`src/rtl/tx_request_arbiter.sv`:
```
// tx_request_arbiter: grants one of message / hard reset / cable reset to the PHY, with ack timeout, message retry and sticky alerts.
module tx_request_arbiter #(
  parameter int TIMEOUT_CYCLES = 10,
  parameter int N_RETRY = 3
) (
  input  logic        CLK,
  input  logic        reset,
  input  logic        iMsgReq,
  input  logic        iHardResetReq,
  input  logic        iCableResetReq,
  input  logic        PHY_ACK,
  input  logic        PHY_NACK,
  input  logic [15:0] iAlertClear,
  output logic        oTxStart,
  output logic [2:0]  oTxType,
  output logic [2:0]  oGrant,
  output logic        oBusy,
  output logic        oDone,
  output logic [15:0] oAlert
);
  typedef enum logic [4:0] {
    IDLE     = 5'b00001,
    ISSUE    = 5'b00010,
    WAIT_ACK = 5'b00100,
    RETRY    = 5'b01000,
    REPORT   = 5'b10000
  } state_t;
  localparam int CW = $clog2(TIMEOUT_CYCLES + 1);
  localparam int RW = $clog2(N_RETRY + 2);
  state_t state, state_n;
  logic [CW-1:0] cnt, cnt_n;
  logic [RW-1:0] retry, retry_n;
  logic [2:0] grant_n, type_n, set_n;
  logic start_n, done_n, abort, fail;
  // a hard reset may only cut in on an in-flight message, never on a cable reset
  assign abort = oGrant[0] & iHardResetReq & (state == ISSUE || state == WAIT_ACK || state == RETRY);
  assign fail = PHY_NACK | (cnt == CW'(TIMEOUT_CYCLES - 1));
  assign oBusy = state != IDLE;
  always_comb begin
    state_n = state;
    cnt_n = cnt;
    retry_n = retry;
    grant_n = oGrant;
    type_n = oTxType;
    done_n = 1'b0;
    set_n = 3'b000;
    start_n = state == ISSUE && !abort;
    if (abort) begin
      state_n = ISSUE;
      grant_n = 3'b010;
      type_n = 3'b101;
      retry_n = '0;
      done_n = 1'b1;
      set_n = 3'b010;
    end else case (state)
      IDLE: if (iHardResetReq | iCableResetReq | iMsgReq) begin
        state_n = ISSUE;
        grant_n = iHardResetReq ? 3'b010 : iCableResetReq ? 3'b100 : 3'b001;
        type_n = iHardResetReq ? 3'b101 : iCableResetReq ? 3'b110 : 3'b000;
      end
      ISSUE: begin
        cnt_n = '0;
        state_n = WAIT_ACK;
      end
      WAIT_ACK: begin
        cnt_n = cnt + 1'b1;
        if (PHY_ACK) begin
          state_n = REPORT;
          done_n = 1'b1;
          set_n = 3'b100;
        end else if (fail && oGrant[0] && retry < RW'(N_RETRY)) begin
          retry_n = retry + 1'b1;
          state_n = RETRY;
        end else if (fail) begin
          state_n = REPORT;
          done_n = 1'b1;
          set_n = 3'b001;
        end
      end
      RETRY: state_n = ISSUE;
      REPORT: begin
        state_n = IDLE;
        grant_n = '0;
        type_n = '0;
        retry_n = '0;
      end
      default: state_n = IDLE;
    endcase
  end
  // done and alert are registered on entry to REPORT so PHY_ACK -> oDone is one cycle
  always_ff @(posedge CLK) begin
    if (!reset) begin
      state <= IDLE;
      cnt <= '0;
      retry <= '0;
      oGrant <= '0;
      oTxType <= '0;
      oTxStart <= 1'b0;
      oDone <= 1'b0;
      oAlert <= '0;
    end else begin
      state <= state_n;
      cnt <= cnt_n;
      retry <= retry_n;
      oGrant <= grant_n;
      oTxType <= type_n;
      oTxStart <= start_n;
      oDone <= done_n;
      oAlert <= (oAlert & ~iAlertClear) | {9'b0, set_n, 4'b0};
    end
  end
endmodule

```
`config.mk`:
```
export PLATFORM = sky130hd
export DESIGN_NAME = tx_request_arbiter
export DESIGN_NICKNAME = d
export VERILOG_FILES = /design/src/rtl/tx_request_arbiter.sv
export SDC_FILE = /design/constraint.sdc
export NUM_CORES = 1
export LEC_CHECK = 0
export CORE_MARGIN = 1
export CORE_UTILIZATION = 45
export CTS_BUF_LIST = sky130_fd_sc_hd__clkbuf_16
export DETAILED_ROUTE_END_ITERATION = 10
export PLACE_DENSITY = 0.79
export SYNTH_ARGS = -nofsm -noshare
export SYNTH_HDL_FRONTEND = slang
export SYNTH_SLANG_ARGS = --single-unit
export TNS_END_PERCENT = 100
```
`constraint.sdc`:
```
create_clock -name CLK -period 2.7 [get_ports CLK]
set_input_delay 0.54 -clock CLK [delete_from_list [all_inputs] [get_ports CLK]]
set_output_delay 0.54 -clock CLK [all_outputs]
set_load 0.05 [all_outputs]
```
# --- After elaboration in Yosys (flattened, before gate mapping) ---
# Index checks and enable logic that the tools add are counted.
totals:
  reg_bits: 36
  word_cells: 84
  inputBits: 23
  out_inout_bits: 25
op_classes:
  n_eq_ne: 13
  mux: 30
  magnitude_cmp: 1
  n_bitwise: 10
  addsub: 2
  reduce_logical: 17
op_table:
  columns: ["operator", "n"]
  rows:
  - ["$mux W3", 12]
  - ["$mux W5", 4]
  - ["$pmux W5 S4", 1]
  - ["$pmux W3 S2", 3]
  - ["$and A16 B16 Y16", 1]
  - ["$not A16 Y16", 1]
  - ["$or A16 B7 Y16", 1]
  - ["$reduce_and A2 Y1", 5]
  - ["$pmux W4 S2", 1]
  - ["$mux W1", 7]
  - ["$reduce_bool A2 Y1", 3]
  - ["$eq A5 B1 Y1 const B", 1]
  - ["$eq A5 B2 Y1 const B", 1]
  - ["$eq A5 B3 Y1 const B", 1]
  - ["$eq A5 B4 Y1 const B", 1]
  - ["$eq A5 B5 Y1 const B", 1]
  - ["$ne A5 B1 Y1 const B", 1]
  - ["$ne A5 B4 Y1 const B", 1]
  - ["$add A4 B1 Y4 const B", 1]
  - ["$eq A4 B4 Y1 const B", 1]
  - ["$mux W2", 2]
  - ["$ne A2 B2 Y1 const B", 2]
  - ["$ne A4 B3 Y1 const B", 1]
  - ["$add A3 B1 Y3 const B", 1]
  - ["other kinds (12)", 19]

# --- Depth between registers and ports, before layout ---
depth:
  ltp_word: 9
  depth_mapped: 6
  mapped_depth_nobuf: 6

# --- Worst setup path after synthesis ---
# Ideal clock, no wire load.
synth_timing:
  path_kind: "register -> register"
  start: "register oGrant[0]"
  end: "register cnt[2]"
  stages_incl_launch_ff: 5
  synth_period_minus_slack_ps: 1589
  setup_time_ps: 70
  arrival_ps: 1519
  slack_ps: 1111
  required_ps: 2630
  n_path_buf: 0
  path_cell_list: "dfxtp_1 > nor4bb_1 > o211ai_2 > a31o_1 > a21oi_1"
synth_via:
  elab_chain_cells: 4
synth_lines:
  columns: ["element", "line", "text"]
  rows:
  - ["start: declaration", "16", "output logic [2:0] oGrant,"]
  - ["start signal: assignment", "105", "oGrant <= grant_n;"]
  - ["$and A1 B1 Y1 (2 in series)", "36", "assign abort = oGrant[0] & iHardResetReq & (state == ISSUE || state == WAIT_ACK || state == RETRY);"]
  - ["$not A1 Y1 (no line)", null, null]
  - ["$reduce_and A2 Y1 (no line)", null, null]
  - ["end signal: assignment", "103", "cnt <= cnt_n;"]
  - ["end: declaration", "31", "logic [CW-1:0] cnt, cnt_n;"]
# No other way between the ends.
# A chain may end at the register's enable or synchronous reset.

# --- Worst setup path after layout ---
layout_timing:
  start: "register state[1]"
  end: "output port oBusy"
layout_via:
  elab_chain_cells: 1
layout_lines:
  columns: ["element", "line", "text"]
  rows:
  - ["start: declaration", "30", "state_t state, state_n;"]
  - ["start signal: assignment", "102", "state <= state_n;"]
  - ["$ne A5 B1 Y1", "38", "assign oBusy = state != IDLE;"]
  - ["end: declaration", "17", "output logic oBusy,"]
# No other way between the ends.

==> results <==
- Measured in cells, the most critical reg-to-reg path has a length of 4.
- STA puts the critical path data arrival time at approximately 2.0 ns.
- Summed over all nets, the half-perimeter wirelength after detailed placement is approximately 2300 microns.
- The final reports fail on DRC.
- The worst setup path is captured at an output port.
- After synthesis, the largest family of logic cells by area is simple AND/OR/NAND/NOR gates.
- For this run, the number of Yosys warnings is 0.
- The post-detailed-routing wire length is 3214 microns.
- The type of the worst setup path is reg -> out.
- Dividing the detail-routed wire length by the instance count gives 13.79 microns.
- The region available for standard cell placement spans roughly 2900 sq um.
- The endpoint identified for the worst register-to-register timing path is state[2].
- The clock arrives with 0.001871 ns of skew.
- The port buffer count is 47.
- The complex-gate fraction of the synthesized area is 0.1644.
- Headroom to the max-slew limit came out at 0.6541.
- For the final routed database, the setup TNS stands at 0 ns.
- Counting tap cells, the placed design contains a total of 225 instances.
- The via count of the first global-routing pass is 1294.
- Pin placement for this block handled between 40 and 50 I/O pins.
- The number of nets handed over by synthesis was about 180.
- The H-tree was split into 2 levels.
- The last weighted congestion value of the routability-driven placer is 0.8718.
- Of the total synthesized cell area, the portion taken by XOR and XNOR cells is 0.01244.
- The number of nets with antenna violations after detailed routing is 0.
- In this run the worst hold path is classified as reg -> reg.
- The final cycle utilization of the critical path is 0.9523.
- The fraction of layout cells with a size suffix above 1 is 0.08416.
- Of the total synthesized cell area, the portion taken by AND, OR, NAND and NOR gates is 0.2756.
- The initial utilization of the core area, before any placement, comes to 0.4934.
- The worst path in the final design needs a cycle of 2.571 ns, including I/O delays and setup.
- The worst register-to-register path has a setup slack of 0.99 ns.
- STA classifies the critical path startpoint as a flip-flop.
- The library cell used most frequently in the layout, excluding fill and tap cells, is sky130_fd_sc_hd__clkdlybuf4s50_1.
- Setup violations remaining at the end of the flow were counted as 0.
- The count of final hold-check violations came to 0.
- Of the total power, combinational logic draws 0.193.
- Derived from the worst setup path, the maximum achievable clock frequency is 388.9 MHz.
- The post-synthesis sequential element count is 34.
- The tool flagged a number of max-cap violations equal to 0.
- The floorplan step set the die width to 57.93 microns.
- For the worst-skew pair, the clock arrives at the later sink with an insertion delay of 0.27 ns.
- The number of violations reported at the end of detailed-routing iteration 0 is 41.
- The number of different library cells in the post-synthesis netlist is 43.
- The maximum number of pins on one net before global-route repair is 22.
- The predominant post-synthesis flop cell is sky130_fd_sc_hd__dfxtp_1.
- After clock tree synthesis, the clock-pin slew on the worst setup and hold paths is 0.05 ns.
- After clock tree synthesis, the repair step resized 0 gates.
- For this design the ratio of total power to cell area is 647.4 nW/um^2.
- VDD sags by at most roughly 0.4 mV.
- The remaining routing DRC violations is 2.
- The die span in y is 57.93 microns.
- The largest buffer count on any clock path is 2.
- The number of antenna violations at the first check in global routing is 0.
- The total iterations of the first detailed-routing run is 7.
- The number of standard-cell rows in the floorplan is 19.
- The average instance in the mapped netlist occupies around 9.4 sq um.
- Setup repair after global routing left no endpoint under its margin.
- In the global route stage, overall resource usage came out at 0.2156.
- The post-CTS setup repair buffer count is 0.
- Counting flops with a built-in enable in the synthesized netlist gives 0.
- Cell internal power was estimated by the tool at between 0.9 and 1 mW.
- The maximum fanout along the worst path is 7.
- The part of the total power dissipated in sequential elements is 0.411.
- The clock buffer count from CTS is 5.
- The detailed router placed 1320 vias in this run.
- Of the total synthesized cell area, the portion taken by full adders, half adders and majority gates is 0.02667.
- The switching share of power is 0.2772.
- Summing every instance area after synthesis gives between 1000 and 1500 sq um.
- The CTS sink count is 34.
- The launch instance of the worst register-to-register path is state[2].
- For the worst setup path, the data required time is 2.16 ns.
- For this run, the register share of the synthesized area comes to 0.4836.
- Summed over all nets, the switching power comes to 0.3667 mW.
- The first global-routing pass estimated 5409 microns of wire.
- Measured against the total synthesized area, the mux share comes to 0.
- The number of buffers inserted for hold repair after clock tree synthesis is 0.
- The count of pins over their slew limit is 0.
- The synthesized instance count is 150.
- The startpoint of the tightest hold check path is retry[2].
- The area growth from synthesis to layout is 45.16%.
- The async set-reset flop share out of synthesis is 0.
- TritonCTS built the clock tree.
- The library cells used most frequently in the layout, excluding fill and tap cells, are sky130_fd_sc_hd__clkdlybuf4s50_1, sky130_fd_sc_hd__dfxtp_1, sky130_fd_sc_hd__a21oi_1.
- The overall overflow remaining after global route is 0.
- The worst hold path terminates at retry[2].
- The worst hold path was traced through 2 stages.
- The share of total power in the clock network is 0.396.
- The measured slew at the worst slew-check pin is 0.5172 ns.
- The clock root buffer is sky130_fd_sc_hd__clkbuf_16.
- The number of fill cells is 222.
- The net count of the finished layout is between 200 and 250.
- The detail-routed via count per cell is ~5.7.
- The flow ran to the end, but the final reports show violations.
- In this run the static leakage power is around 0.75 nW.
- The finished layout holds 233 standard cells, fillers aside.
- The area of the die is about 3400 sq um.
- The diode insertion count for antenna repair is 0.
-- layer usage --
layer | up-vias | share of wire | GRT usage
li1 | 639 | - | -
met3 | 11 | 0.11 | 0.1004
met5 | - | 0 | 0
met4 | 0 | 0.028 | 0.1361
met1 | 609 | 0.41 | 0.2282
met2 | 61 | 0.45 | 0.3465
-- through the flow --
step                cell area [sq um]    util  hold slack, ns  worst slack (ns)  power (mW)
finish                           2043  0.7162          0.4425            0.1287       1.323
global route                     2043  0.7162          0.4603           0.04752       1.373
CTS                              2043  0.7162          0.4420            0.1528       1.330
detailed placement               1906  0.6680          0.4348            0.4527      0.8046
global placement                 1906  0.6680          0.4247            0.4824      0.8017
floorplan                        1408       -          0.4259             1.111      0.7122
-- worst max-delay path by stage --
stage | startpoint | endpoint | cells after the start | slack (ns)
4_1_cts | state[1] | oBusy | 4 | 0.15
3_5_place_dp | iHardResetReq | cnt[3] | 5 | 0.45
3_3_place_gp | state[1] | oBusy | 4 | 0.48
2_1_floorplan | oGrant[0] | cnt[2] | 4 | 1.11
6_report | state[1] | oBusy | 4 | 0.13
5_1_grt | state[1] | oBusy | 4 | 0.05
-- synthesized netlist by cell type (all sizes together), types with 2 or more instances --
master | instances | area (sq um)
nor4 | 2 | 12.51
a21oi | 13 | 65.06
buf | 2 | 15.01
o21ai | 8 | 40.03
nor2 | 11 | 43.80
ha | 3 | 37.54
nand3 | 9 | 45.04
and2 | 4 | 26.28
inv | 7 | 26.27
clkbuf | 3 | 11.26
nor3 | 3 | 20.02
a22oi | 2 | 20.02
dfxtp | 34 | 680.7
nor3b | 12 | 101.4
nand2 | 8 | 30.03
or4 | 3 | 26.27
nand2b | 2 | 12.51
o31ai | 2 | 15.01
o211ai | 2 | 20.02
nor2b | 3 | 18.77
or3 | 4 | 25.02
-- cell families after synthesis --
family                     Yosys count
AOI/OAI and AO/OA                   35
xor gates and xnor gates             2
adders and majority gates            3
buffers and inverters               12
DFF                                 34
and+or+nand+nor                     64
-- power by group through the flow --
stage          Clock [mW]  Combinational [mW]  Sequential, mW
2_1_floorplan           0               0.129           0.583
3_3_place_gp            0               0.250           0.552
3_5_place_dp            0               0.252           0.553
4_1_cts             0.533               0.253           0.544
5_1_grt             0.553               0.273           0.547
6_report            0.523               0.255           0.544
-- final cells by class --
cell class | instances | area, sq um | area share
Clock buffer | 5 | 125.1 | 0.06124
Clock inverter | 3 | 12.51 | 0.006124
Inverter | 7 | 26.28 | 0.01286
Multi-Input combinational cell | 104 | 674.4 | 0.3301
Sequential cell | 34 | 680.7 | 0.3331
Tap cell | 31 | 38.79 | 0.01898
Timing Repair Buffer | 49 | 485.5 | 0.2376
-- worst max-delay path, cell delays in order, from the launching register on --
cell and delay, ns:
sky130_fd_sc_hd__dfxtp_1 0.49, sky130_fd_sc_hd__nor2b_1 0.10, sky130_fd_sc_hd__and2_1 0.22, sky130_fd_sc_hd__inv_2 0.13, sky130_fd_sc_hd__clkdlybuf4s50_1 0.81
-- registers in the layout, summed over array words and instances (netlist names) --
name / count
oGrant: 1
cnt: 4
oAlert: 16
retry: 3
oDone: 1
oTxType: 3
state: 5
oTxStart: 1
Power figures use the tool's default switching activity.
==> RTL change, RTL diff (same settings) <==
Encoding of `state_t`: now Gray code (3 bits for 5 states).
--- a/src/rtl/tx_request_arbiter.sv
+++ b/src/rtl/tx_request_arbiter.sv
@@ -18,12 +18,12 @@
   output logic        oDone,
   output logic [15:0] oAlert
 );
-  typedef enum logic [4:0] {
-    IDLE     = 5'b00001,
-    ISSUE    = 5'b00010,
-    WAIT_ACK = 5'b00100,
-    RETRY    = 5'b01000,
-    REPORT   = 5'b10000
+  typedef enum logic [2:0] {
+    IDLE     = 3'b000,
+    ISSUE    = 3'b001,
+    WAIT_ACK = 3'b011,
+    RETRY    = 3'b010,
+    REPORT   = 3'b110
   } state_t;
   localparam int CW = $clog2(TIMEOUT_CYCLES + 1);
   localparam int RW = $clog2(N_RETRY + 2);
Function: same outputs for any inputs over 10 cycles, from zero or initial values and one cycle with reset low; not proved beyond that.
==> RTL change against the unedited design <==
Worst setup slack better by 80 ps. Design area is 6.1% lower. Total power is 11% lower. Fmax is 3.2% higher. Sequential cell count is 2 lower. Area after synthesis is 8.6% lower. Cell count is 6.4% lower. Count of clock-buffer cells in the layout stayed put. Die area is 8.3% lower. Wire length is 14% lower. Largest power group is now clock.
==> RTL change: results (changes against the unedited design) <==
stage,metric,value,unit,change
worst_setup_path,reg2reg end,retry[0],,
synthesis,synth top area cells,"dfxtp_1 (50%), and3b_1 (6.8%), nand2_1 (4.4%)",,
final_layout,sequential share of cell area,33.4,%,+0.086 points
grt,pin count of the biggest net entering global routing,18,,-18%
synthesis,synth cell count leaders,"dfxtp_1 (32), nand2_1 (15), and3b_1 (10)",,
worst_setup_path,Worst Setup SP,state[1],,
final_layout,Nets,212,,-6.6%
final_layout,multi-input combinational area share,31.2,%,-1.8 points
final_layout,Multi-Input Combinational,94,,-9.6%
synthesis,post-synthesis sequential area ratio,49.8,%,+1.4 points
sta,Min Hold Slack,438,ps,-4.77 ps
sta,Max Fclk,0.401,GHz,+3.2%
sta,skew final,4.45,ps,+2.58 ps
grt,GRT met3 Usage,7.03,%,-3.0 points
drt,met3 routed WL,152,um,-56%
final_layout,buffering overhead,25.3,%,+1.5 points
synthesis,adder-cell share of the synthesized area,2.92,%,+0.25 points
run_status,status,completed,,
synthesis,mux cell area share after synthesis,1.65,%,+1.7 points
power,Peak VDD IR,0.000662,V,+61%
synthesis,xor/xnor share of the synthesized area,0,%,-1.2 points
placement,RD Place Congestion,0.791,,-9.3%
worst_setup_path,R2R setup slack,1200,ps,+210 ps
final_layout,biggest regs,"oAlert: 16 flops, cnt: 4 flops",,
worst_hold_path,hold path endpoint,oAlert[8],,
placement,Detail Placement HPWL,2030,um,-14%
final_layout,Inverters,4,,-3
clock_tree,clock sink count,32,,-5.9%
grt,grt met2 use,35.1,%,+0.46 points
grt,gr usage total,20.4,%,-1.1 points
drt,wire length on met2,1350,um,-7.5%
drt,DR vias/cell,5.39,,-4.9%
sta,Slew headroom,61.4,%,-4.1 points
grt,met1 usage,22.1,%,-0.71 points
grt,first-pass GRT wire length,4930,um,-8.9%
drt,post-DR wirelength/cell,12.7,um,-8.1%
synthesis,syn_nets,162,,-8.0%
final_layout,Layout clock area frac,7.24,%,+0.50 points
power,P_leak,0.000755,uW,+0.76%
synthesis,Compound-Gate Fraction of Synth Area,13.9,%,-2.5 points
RTL change: worst max-delay path: cells and delay by family, from the launching register on:
family	cells	cell delay (ps)
DFF	1	540
and+or+nand+nor	1	80
buffers and inverters	3	1050
RTL change: through the flow:
stage / cell area, sq um / instances / util [%] / total power [uW]
2_1_floorplan: 1290 / 136 / - / 597
3_3_place_gp: 1780 / 210 / 65.1 / 662
3_5_place_dp: 1780 / 210 / 65.1 / 665
4_1_cts: 1920 / 218 / 70.2 / 1200
5_1_grt: 1920 / 218 / 70.2 / 1230
6_report: 1920 / 218 / 70.2 / 1180
RTL change: logic make-up after synthesis:
logic type | after synthesis
AOI/OAI and AO/OA | 28
adders and majority gates | 3
buffers and inverters | 10
DFF | 32
muxes | 2
and+or+nand+nor | 61
RTL change: report_power, final:
group	switching (uW)	leakage, uW	internal (uW)
registers	12.6	0.000259	485
clock network	193	0.0000710	334
logic	86.2	0.000424	72.6
total	291	0.000755	891
